### src/rtl/kb_pkg.sv
// rtl/kb_pkg.sv - scan-code constants and FSM state encoding for the keyboard-to-ASCII stage
package kb_pkg;

  localparam logic [7:0] SC_BREAK  = 8'hF0;
  localparam logic [7:0] SC_EXT    = 8'hE0;
  localparam logic [7:0] SC_LSHIFT = 8'h12;
  localparam logic [7:0] SC_RSHIFT = 8'h59;
  localparam logic [7:0] SC_CAPS   = 8'h58;
  localparam logic [7:0] SC_ENTER  = 8'h5A;

  localparam logic [7:0] ASCII_CR  = 8'h0D;
  localparam logic [7:0] ASCII_LF  = 8'h0A;

  typedef enum logic [1:0] {
    ST_IDLE    = 2'd0,
    ST_DECODE  = 2'd1,
    ST_EMIT    = 2'd2,
    ST_EMIT_LF = 2'd3
  } kb_state_e;

endpackage

### src/rtl/kb_ascii_lut.sv
// rtl/kb_ascii_lut.sv - combinational set-2 make code to ASCII lookup with shift/caps case rule
module kb_ascii_lut
  import kb_pkg::*;
(
  input  logic [7:0] scan,
  input  logic       shift,
  input  logic       caps,
  output logic [7:0] ascii
);

  logic [7:0] base;
  logic [7:0] alt;
  logic       letter;

  always_comb begin
    base = 8'h00;
    alt  = 8'h00;
    case (scan)
      8'h1C: base = "a";  8'h32: base = "b";  8'h21: base = "c";  8'h23: base = "d";
      8'h24: base = "e";  8'h2B: base = "f";  8'h34: base = "g";  8'h33: base = "h";
      8'h43: base = "i";  8'h3B: base = "j";  8'h42: base = "k";  8'h4B: base = "l";
      8'h3A: base = "m";  8'h31: base = "n";  8'h44: base = "o";  8'h4D: base = "p";
      8'h15: base = "q";  8'h2D: base = "r";  8'h1B: base = "s";  8'h2C: base = "t";
      8'h3C: base = "u";  8'h2A: base = "v";  8'h1D: base = "w";  8'h22: base = "x";
      8'h35: base = "y";  8'h1A: base = "z";
      8'h45: {base, alt} = "0)";
      8'h16: {base, alt} = "1!";
      8'h1E: {base, alt} = "2@";
      8'h26: {base, alt} = "3#";
      8'h25: {base, alt} = "4$";
      8'h2E: {base, alt} = "5%";
      8'h36: {base, alt} = "6^";
      8'h3D: {base, alt} = "7&";
      8'h3E: {base, alt} = "8*";
      8'h46: {base, alt} = "9(";
      8'h0E: {base, alt} = "`~";
      8'h4E: {base, alt} = "-_";
      8'h55: {base, alt} = "=+";
      8'h54: {base, alt} = "[{";
      8'h5B: {base, alt} = "]}";
      8'h5D: {base, alt} = {8'h5C, 8'h7C};
      8'h4C: {base, alt} = ";:";
      8'h52: {base, alt} = {8'h27, 8'h22};
      8'h41: {base, alt} = ",<";
      8'h49: {base, alt} = ".>";
      8'h4A: {base, alt} = "/?";
      8'h29: base = 8'h20;
      8'h0D: base = 8'h09;
      8'h66: base = 8'h08;
      SC_ENTER: base = ASCII_CR;
      default: base = 8'h00;
    endcase
  end

  assign letter = (base >= "a") && (base <= "z");

  always_comb begin
    if (letter) begin
      ascii = (shift ^ caps) ? (base - 8'h20) : base;
    end else begin
      ascii = (shift && (alt != 8'h00)) ? alt : base;
    end
  end

endmodule

### src/rtl/kb_ascii_ctrl.sv
// rtl/kb_ascii_ctrl.sv - scan-code FIFO to UART TX stage with break/ext/shift/caps tracking
// Define KB_CRLF_EN to follow every Enter 0x0D with a 0x0A write.
module kb_ascii_ctrl
  import kb_pkg::*;
#(
  parameter int DATA_W = 8
) (
  input  logic              i_clk,
  input  logic              i_reset,
  input  logic [DATA_W-1:0] i_scan_code,
  input  logic              i_scan_empty,
  output logic              o_scan_rd,
  input  logic              i_tx_full,
  output logic              o_tx_wr,
  output logic [DATA_W-1:0] o_tx_data,
  output logic              o_shift,
  output logic              o_caps
);

  kb_state_e         state_q, state_d;
  logic [DATA_W-1:0] code_q, code_d;
  logic [DATA_W-1:0] byte_q, byte_d;
  logic              brk_q, brk_d, ext_q, ext_d;
  logic              lsh_q, lsh_d, rsh_q, rsh_d;
  logic              caps_q, caps_d;
  logic              shift_q;
  logic [DATA_W-1:0] lut_ascii;

  kb_ascii_lut u_lut (
    .scan  (code_q),
    .shift (lsh_q | rsh_q),
    .caps  (caps_q),
    .ascii (lut_ascii)
  );

  always_ff @(posedge i_clk or negedge i_reset) begin
    if (!i_reset) begin
      state_q <= ST_IDLE;
      code_q  <= '0;
      byte_q  <= '0;
      brk_q   <= 1'b0;
      ext_q   <= 1'b0;
      lsh_q   <= 1'b0;
      rsh_q   <= 1'b0;
      caps_q  <= 1'b0;
      shift_q <= 1'b0;
    end else begin
      state_q <= state_d;
      code_q  <= code_d;
      byte_q  <= byte_d;
      brk_q   <= brk_d;
      ext_q   <= ext_d;
      lsh_q   <= lsh_d;
      rsh_q   <= rsh_d;
      caps_q  <= caps_d;
      shift_q <= lsh_d | rsh_d;
    end
  end

  always_comb begin
    state_d   = state_q;
    code_d    = code_q;
    byte_d    = byte_q;
    brk_d     = brk_q;
    ext_d     = ext_q;
    lsh_d     = lsh_q;
    rsh_d     = rsh_q;
    caps_d    = caps_q;
    o_scan_rd = 1'b0;
    o_tx_wr   = 1'b0;
    o_tx_data = '0;
    case (state_q)
      ST_IDLE: begin
        // gating with reset keeps the pop strobe low while the FIFO head is visible during reset
        if (!i_scan_empty && i_reset) begin
          o_scan_rd = 1'b1;
          code_d    = i_scan_code;
          state_d   = ST_DECODE;
        end
      end
      ST_DECODE: begin
        state_d = ST_IDLE;
        if (code_q == SC_BREAK) begin
          brk_d = 1'b1;
        end else if (code_q == SC_EXT) begin
          ext_d = 1'b1;
        end else if (ext_q) begin
          ext_d = 1'b0;
          brk_d = 1'b0;
        end else if (brk_q) begin
          brk_d = 1'b0;
          if (code_q == SC_LSHIFT) lsh_d = 1'b0;
          if (code_q == SC_RSHIFT) rsh_d = 1'b0;
        end else if (code_q == SC_LSHIFT) begin
          lsh_d = 1'b1;
        end else if (code_q == SC_RSHIFT) begin
          rsh_d = 1'b1;
        end else if (code_q == SC_CAPS) begin
          caps_d = ~caps_q;
        end else if (lut_ascii != '0) begin
          byte_d  = lut_ascii;
          state_d = ST_EMIT;
        end
      end
      ST_EMIT: begin
        if (!i_tx_full) begin
          o_tx_wr   = 1'b1;
          o_tx_data = byte_q;
`ifdef KB_CRLF_EN
          state_d   = (byte_q == ASCII_CR) ? ST_EMIT_LF : ST_IDLE;
`else
          state_d   = ST_IDLE;
`endif
        end
      end
`ifdef KB_CRLF_EN
      ST_EMIT_LF: begin
        if (!i_tx_full) begin
          o_tx_wr   = 1'b1;
          o_tx_data = ASCII_LF;
          state_d   = ST_IDLE;
        end
      end
`endif
      default: state_d = ST_IDLE;
    endcase
  end

  assign o_shift = shift_q;
  assign o_caps  = caps_q;

endmodule

### config.mk
export PLATFORM = sky130hd
export DESIGN_NAME = kb_ascii_ctrl
export DESIGN_NICKNAME = d
export VERILOG_FILES = /design/src/rtl/kb_pkg.sv /design/src/rtl/kb_ascii_lut.sv /design/src/rtl/kb_ascii_ctrl.sv
export SDC_FILE = /design/constraint.sdc
export NUM_CORES = 1
export LEC_CHECK = 0
export CAP_MARGIN = 5
export CORE_MARGIN = 2
export CORE_UTILIZATION = 65
export CTS_BUF_LIST = sky130_fd_sc_hd__clkbuf_4 sky130_fd_sc_hd__clkbuf_8
export DETAILED_ROUTE_END_ITERATION = 6
export PLACE_DENSITY = 0.88
export SYNTH_ARGS = -nofsm -noshare
export SYNTH_HDL_FRONTEND = slang
export SYNTH_SLANG_ARGS = --single-unit
### constraint.sdc
create_clock -name i_clk -period 6.8 [get_ports i_clk]
set_input_delay 1.7 -clock i_clk [delete_from_list [all_inputs] [get_ports i_clk]]
set_output_delay 1.7 -clock i_clk [all_outputs]
set_load 0.03 [all_outputs]
; ---- Word level (Yosys, flattened, before mapping)
; Cells that the tools add are included.
[totals]
register_bits = 24
input_bits = 12
out_inout_bits = 12
word_cells = 137
[classes]
add_sub_neg = 1
magnitude_cmp = 2
eq_ne = 61
muxes = 40
n_bitwise = 11
n_reduce_logical = 13
[ops]
columns = operator, n
row1 = 7-bit case mux with 51 select lines, 1
row2 = 8-bit by 6-bit equality test with 1-bit output (second input constant), 23
row3 = 8-bit by 7-bit equality test with 1-bit output (second input constant), 21
row4 = 7-bit case mux with 21 select lines, 1
row5 = 8-bit by 5-bit equality test with 1-bit output (second input constant), 8
row6 = 8-bit two-way mux, 4
row7 = 1-bit two-way mux, 22
row8 = 2-bit two-way mux, 10
row9 = 8-bit by 4-bit equality test with 1-bit output (second input constant), 2
row10 = 8-bit equality test (second input constant), 2
row11 = 8-bit nonzero test, 2
row12 = 9-bit AND reduction, 1
row13 = 1-bit inverter, 8
row14 = 2-bit AND reduction, 4
row15 = 8-bit AND reduction, 1
row16 = 7-bit by 6-bit subtractor with 8-bit output (second input constant), 1
row17 = 7-bit greater-or-equal comparator (second input constant), 1
row18 = 7-bit less-or-equal comparator (second input constant), 1
row19 = 7-bit two-way mux, 1
row20 = 2-bit inequality test (second input constant), 3
row21 = 2-bit case mux with 3 select lines, 1
row22 = 1-bit logical AND, 3
row23 = 2-bit by 1-bit equality test with 1-bit output (second input constant), 1
row24 = 2-bit equality test (second input constant), 1
row25 = 4 further kinds, 5

; ---- Depth between registers and ports, before layout
; Gate-level depths: netlist of the first run.
[depth]
word_depth = 16
mapped_depth = 15
mapped_depth_nobuf = 11

; ---- By module
; From an unflattened synthesis of the first run, not the netlist that was laid out.
[unflattened]
hier_cells = 318
hier_area_um2 = 2743.9
[modules_own_cells]
columns = mod, instances, cells_per_inst, area_each_um2, seq_area_each_um2
row1 = kb_ascii_lut, 1, 232, 1645.3, 0.0
row2 = kb_ascii_ctrl, 1, 86, 1098.6, 600.6

; ---- Worst setup path after synthesis of the first run
; Ideal clock, no wire load.
[synth_path]
path_type = input -> output
start = input port i_tx_full
end = output port o_tx_data[0]
arrival_time_ns = 3.131
required_ns = 5.100
path_slack_ns = 1.969
path_stages = 2
path_buffers = 0
cell_sequence = nor3b_1 and2_1
[synth_via]
elab_chain_len = 2
[synth_lines]
columns = item, line
row1 = from (decl), kb_ascii_ctrl.sv:13  ; input logic i_tx_full,
row2 = 8-bit two-way mux, kb_ascii_ctrl.sv:106  ; if (!i_tx_full) begin
row3 = 8-bit two-way mux, kb_ascii_ctrl.sv:72  ; case (state_q)
row4 = to (decl), kb_ascii_ctrl.sv:15  ; output logic [DATA_W-1:0] o_tx_data,
; No other way between the ends.

; ---- Worst setup path after layout of the first run
[layout_path]
start = input port i_reset
end = output port o_scan_rd
[layout_via]
elab_chain_len = 3
[layout_lines]
columns = item, line
row1 = from (decl), kb_ascii_ctrl.sv:9  ; input logic i_reset,
row2 = 1-bit logical AND, kb_ascii_ctrl.sv:75  ; if (!i_scan_empty && i_reset) begin
row3 = 1-bit two-way mux, kb_ascii_ctrl.sv:75
row4 = 1-bit two-way mux, kb_ascii_ctrl.sv:72
row5 = to (decl), kb_ascii_ctrl.sv:12  ; output logic o_scan_rd,
; No other way between the ends.

==> results of run 1 <==
## worst paths after layout
| path | to | slack (ps) | startpoint | cells past startpoint |
|---|---|---|---|---|
| hold / removal | byte_q[4] | 480 | byte_q[4] | 2 |
| hold reg to reg | byte_q[4] | 480 | byte_q[4] | 2 |
| setup / recovery | o_scan_rd | 1470 | i_reset | 5 |
| setup reg to reg | byte_q[6] | 2580 | code_q[4] | 11 |
| min in group asynchronous | byte_q[4] | 1770 | i_reset | 2 |
| max in group asynchronous | code_q[7] | 4800 | i_reset | 2 |
## kinds of logic after synthesis
family          after synthesis  synth area share
simple gates                175             0.370
compound gates               93             0.254
buf+inv                      39            0.0885
flops                        24             0.214
mux                          12            0.0456
xor+xnor                      6            0.0188
fa+ha+maj                     2           0.00894
## cell type report
| cell class | instances | area, um2 | share of cell area |
|---|---|---|---|
| Inverter | 10 | 37.5 | 0.0125 |
| Timing Repair Buffer | 30 | 283 | 0.0942 |
| Clock buffer | 4 | 55.1 | 0.0183 |
| Tap cell | 50 | 62.6 | 0.0208 |
| Multi-Input combinational cell | 288 | 1960 | 0.654 |
| Sequential cell | 24 | 601 | 0.200 |
## worst max-delay path: stages
cell and delay [ps]:
clkdlybuf4s50_1 450, buf_4 290, nor4b_2 270, buf_4 230
clkdlybuf4s50_1 690
## report_power, final
part / switching [W] / internal [W]
Sequential: 0.000110 / 0.000179
Combinational: 0.000304 / 0.000212
Clock: 0.0000435 / 0.0000518
Total: 0.000457 / 0.000443
## per-stage QoR
step / util / setup slack (ps) / std cells
after CTS: 0.735 / 1450 / 406
after floorplan: - / 1970 / 351
after global routing: 0.735 / 1270 / 406
after global placement: 0.721 / 1500 / 402
final: 0.735 / 1470 / 406
after detailed placement: 0.721 / 1470 / 402
## state kept, by name (all words and copies together), names as in the netlist
register and count:
ext_q 1, o_shift 1, state_q 2, o_caps 1, rsh_q 1, brk_q 1
byte_q 8, lsh_q 1, code_q 8
## cells in the final DEF (no fill, tap or decap), types with 7 or more instances in the layout
| cell | instances |
|---|---|
| nand2_1 | 38 |
| dfrtp_1 | 24 |
| nor2_1 | 23 |
| clkdlybuf4s50_1 | 23 |
| nand3_1 | 16 |
| o21ai_0 | 15 |
| a21oi_1 | 13 |
| nand2b_1 | 11 |
| and2_1 | 11 |
| nor2b_1 | 11 |
| nor3b_1 | 10 |
| inv_1 | 10 |
| nor4bb_1 | 8 |
| nor4b_1 | 8 |
| o211ai_1 | 8 |
| nor3_1 | 7 |
| buf_4 | 7 |
## layer usage
layer,global-route usage,vias up,wire [um]
met2,0.540,212,3690
met3,0.0334,34,789
li1,-,1332,-
met4,0.154,0,350
met5,0,-,0
met1,0.486,1379,3280
==> run_results.csv, run 1 <==
group,metric,value,unit
power_and_ir_drop,p_leak,1.19,nW
setup_path,crit_type,"in2out",
floorplan,coreArea,4090,um2
floorplan,num_rows,23,
cells_and_area,drive_gt1_frac,0.0899,
cells_and_area,fin_area,3000,um2
sta,relSlewSlack,0.207,
clock_tree,cts_setup_buffers,0,
setup_path,end_kind,"output pin",
grt,grt_antenna_before_repair,0,
logic_synthesis,synth.most_common_cell,"nand2_1",
routing,wl_per_cell,20.0,um
flow_run,drv_cap,0,
status,status,"completed",
placed_design,portBuffers,23,
logic_synthesis,synth.distinct_cells,68,
power_and_ir_drop,total_power,0.000901,W
placed_design,dpl.hpwl,5790,um
clock_tree,numClockSinks,24,
setup_path,start_kind,"input pin",
power_and_ir_drop,vdd_drop_max,0.289,mV
setup_path,cp_max_fo,26,
clock_tree,root_buffer,"clkbuf_8",
logic_synthesis,yosys-top-cells-count,"38 x nand2_1, 24 x dfrtp_1, 23 x nor2_1",
hold_path,min_path_type,"reg2reg",
grt,grt_first_pass_wirelength,13600,um
clock_tree,numCtsBuffers,3,
logic_synthesis,synth_flop_cell,"dfrtp_1",
logic_synthesis,synth.cell_area,2800,um2
logic_synthesis,ys_seq_area_frac,0.214,
logic_synthesis,yosysTopAreaCellShare,0.214,
routing,initialDrtViolationCount,552,
setup_path,crit_arrival,3630,ps
sta,fin_skew,2.70,ps
cells_and_area,antenna_cells,0,
placed_design,dpl_cell_area,2950,um2
logic_synthesis,synth_seq_cells,24,
sta,period_minus_slack,5330,ps
clock_tree,clock_latency,270,ps
logic_synthesis,synth_area_per_cell,7.98,um2
sta,fmax,187,MHz
clock_tree,cts-resized-gates,0,
sta,worst_slew_pin_slew,1190,ps
sta,rsz0062_at_grt,"false",
power_and_ir_drop,p_per_area,300,nW/um2
grt,grt.overflow.total,0,
logic_synthesis,async_flop_share,1.00,
grt,grt_max_degree,44,
cells_and_area,fillers,306,
floorplan,dieArea,4850,um2
routing,drt-vias-per-instance,7.28,
sta,finalSetupViolCount,0,
floorplan,die_w,69.6,um
floorplan,io_pins,24,
sta,fin_crit_sh,0.784,
logic_synthesis,syn_nets,365,
sta,maxSlewViolCount,0,
logic_synthesis,synth-edff-count,0,
sta,finalSetupTns,0,ps
logic_synthesis,yosysTopAreaCell,"dfrtp_1",
cells_and_area,final_nets,371,
cells_and_area,area_delta_synth_final,7.24,%
placed_design,place_congestion,0.997,
clock_tree,cts_tree,"built",
routing,vias,2957,
logic_synthesis,synth_warnings,0,
clock_tree,cts_buffer_depth,2,
sta,hold_violations,0,
logic_synthesis,synth_cells,351,
setup_path,worstPathRequired,5100,ps
floorplan,die_y,69.6,um
logic_synthesis,synth_area_leaders,"dfrtp_1 21%, nand2_1 5.1%, buf_6 3.6%",
routing,postRouteAntennaNets,0,
routing,finalWirelength,8110,um
floorplan,start_util,0.685,
clock_tree,cts-htree-levels,1,
grt,grt_pass1_vias,2694,
routing,drc,0,
routing,drtPass1Iterations,5,
grt,grt_use_total,0.346,
clock_tree,cts-hold-fix-buffers,0,
sta,timing.hold.ws,477,ps
clock_tree,clk_pin_slew_worst_paths,80,ps
Power figures use the tool's default switching activity.
==> run 2: changes to the inputs <==
Settings changed: CORE_UTILIZATION 65 to 61, PLACE_DENSITY 0.88 to 0.83.
Clock period 6.8 ns to 5 ns, I/O delays scaled along.
==> run_results.csv, run 2 (synthesized netlist as in run 1, its figures left out) <==
group,metric,value,unit
setup_path,r2r_start,"code_q[4]",
floorplan,die_y,71.8,um
sta,rsz0062_at_grt,"false",
clock_tree,cts-htree-levels,1,
sta,relSlewSlack,0.203,
cells_and_area,final_nets,375,
sta,hold_violations,0,
clock_tree,clk_pin_slew_worst_paths,90,ps
floorplan,io_pins,24,
clock_tree,root_buffer,"clkbuf_8",
routing,drtPass1Iterations,5,
sta,fin_skew,6.89,ps
power_and_ir_drop,vdd_drop_max,0.384,mV
routing,finalWirelength,8270,um
cells_and_area,instances_no_fill,412,
floorplan,num_rows,24,
clock_tree,cts_tree,"built",
placed_design,place_congestion,1.01,
status,status,"completed",
sta,timing.hold.ws,478,ps
clock_tree,cts_setup_buffers,0,
grt,grt_first_pass_wirelength,13600,um
placed_design,dp_cells,408,
clock_tree,numCtsBuffers,3,
grt,use_met3,0.124,
setup_path,crit_type,"reg2reg",
cells_and_area,final_common_cell,"nand2_1",
floorplan,dieArea,5150,um2
setup_path,worstPathRequired,5160,ps
setup_path,crit_arrival,4380,ps
power_and_ir_drop,p_per_area,416,nW/um2
floorplan,die_w,71.8,um
cells_and_area,largestRegisters,"byte_q x8, code_q x8, state_q x2",
clock_tree,cts_buffer_depth,2,
placed_design,dpl.hpwl,5910,um
routing,initialDrtViolationCount,407,
power_and_ir_drop,p_leak,1.22,nW
grt,busiest_layer,"met2",
sta,worst_slew_pin_slew,1200,ps
routing,drc,0,
cells_and_area,drive_gt1_frac,0.100,
sta,finalSetupTns,0,ps
sta,fin_crit_sh,0.844,
setup_path,cp_max_fo,36,
setup_path,r2r-end,"byte_q[6]",
grt,met1_usage,0.444,
cells_and_area,antenna_cells,0,
sta,maxSlewViolCount,0,
grt,grt_antenna_before_repair,0,
setup_path,start_kind,"flip-flop",
hold_path,min_path_cells,1,
grt,grt_use_total,0.334,
cells_and_area,fin_area,3050,um2
floorplan,start_util,0.639,
setup_path,reg2reg_slack,780,ps
setup_path,reg2reg_depth,11,
grt,grt_pass1_vias,2667,
routing,postRouteAntennaNets,0,
routing,drt-vias-per-instance,7.05,
clock_tree,numClockSinks,24,
grt,grt.overflow.total,0,
hold_path,holdCritStartpoint,"byte_q[3]",
floorplan,coreArea,4380,um2
setup_path,crit_end,"byte_q[6]",
grt,grt_max_degree,37,
clock_tree,cts-resized-gates,0,
grt,use_met2,0.503,
placed_design,portBuffers,23,
sta,period_minus_slack,4220,ps
clock_tree,clock_latency,270,ps
sta,finalSetupViolCount,0,
placed_design,dpl_cell_area,2980,um2
setup_path,end_kind,"flip-flop",
sta,fmax,237,MHz
clock_tree,cts-hold-fix-buffers,0,
routing,vias,2904,
hold_path,min_path_type,"reg2reg",
flow_run,drv_cap,0,
setup_path,cp-startpoint,"code_q[4]",
cells_and_area,area_delta_synth_final,8.98,%
routing,wl_per_cell,20.1,um
cells_and_area,layout_common_cells,"38 x nand2_1, 24 x dfrtp_1, 23 x nor2_1, 23 x clkdlybuf4s50_1, 16 x nand3_1",
run 2: cell count changes in the layout (fill, tap and decap cells not counted):
cell | before | now
bufinv_16 | 0 | 1
buf_4 | 7 | 11
clkbuf_8 | 4 | 3
run 2: layout make-up:
| class | count | area [um2] |
|---|---|---|
| clock buffer | 3 | 41.3 |
| timing repair buffer | 34 | 313 |
| sequential | 24 | 601 |
| tap | 52 | 65.1 |
| inverter | 10 | 37.5 |
| fill | 359 | 1330 |
| clock inverter | 1 | 30.0 |
| multi-input combinational | 288 | 1960 |
run 2: worst min path at each step:
stage | to | slack, ps
floorplan | byte_q[2] | 440
CTS | byte_q[3] | 480
finish | byte_q[3] | 480
global route | lsh_q | 510
global placement | byte_q[3] | 460
detailed placement | byte_q[3] | 460
run 2: worst max-delay path, stage by stage, from the launching register on:
cell and delay [ps]:
dfrtp_1 1140, nor4bb_1 190, o311ai_2 440, o211ai_1 240, a211o_1 350, nor3_1 330
inv_1 80, ha_1 260, o32ai_4 200, a22oi_4 170, a2111o_1 400, a32o_1 280
run 2: power by group:
group | leakage (nW) | internal, W | switching (W)
registers | 0.313 | 0.000243 | 0.000172
clock network | 0.0357 | 0.000107 | 0.0000625
logic | 0.870 | 0.000296 | 0.000389
run 2: through the flow:
stage | power, W | utilization | setup WS [ps]
after floorplan | 0.000935 | - | 1070
after global placement | 0.00106 | 0.680 | 831
after detailed placement | 0.00107 | 0.680 | 812
after CTS | 0.00125 | 0.696 | 796
after global routing | 0.00135 | 0.696 | 552
final | 0.00127 | 0.696 | 781
run 2: metal layers:
layer / wire, um / vias up
met5: 0 / -
met4: 316 / 0
met3: 1040 / 39
met2: 3660 / 185
met1: 3250 / 1334
li1: - / 1346
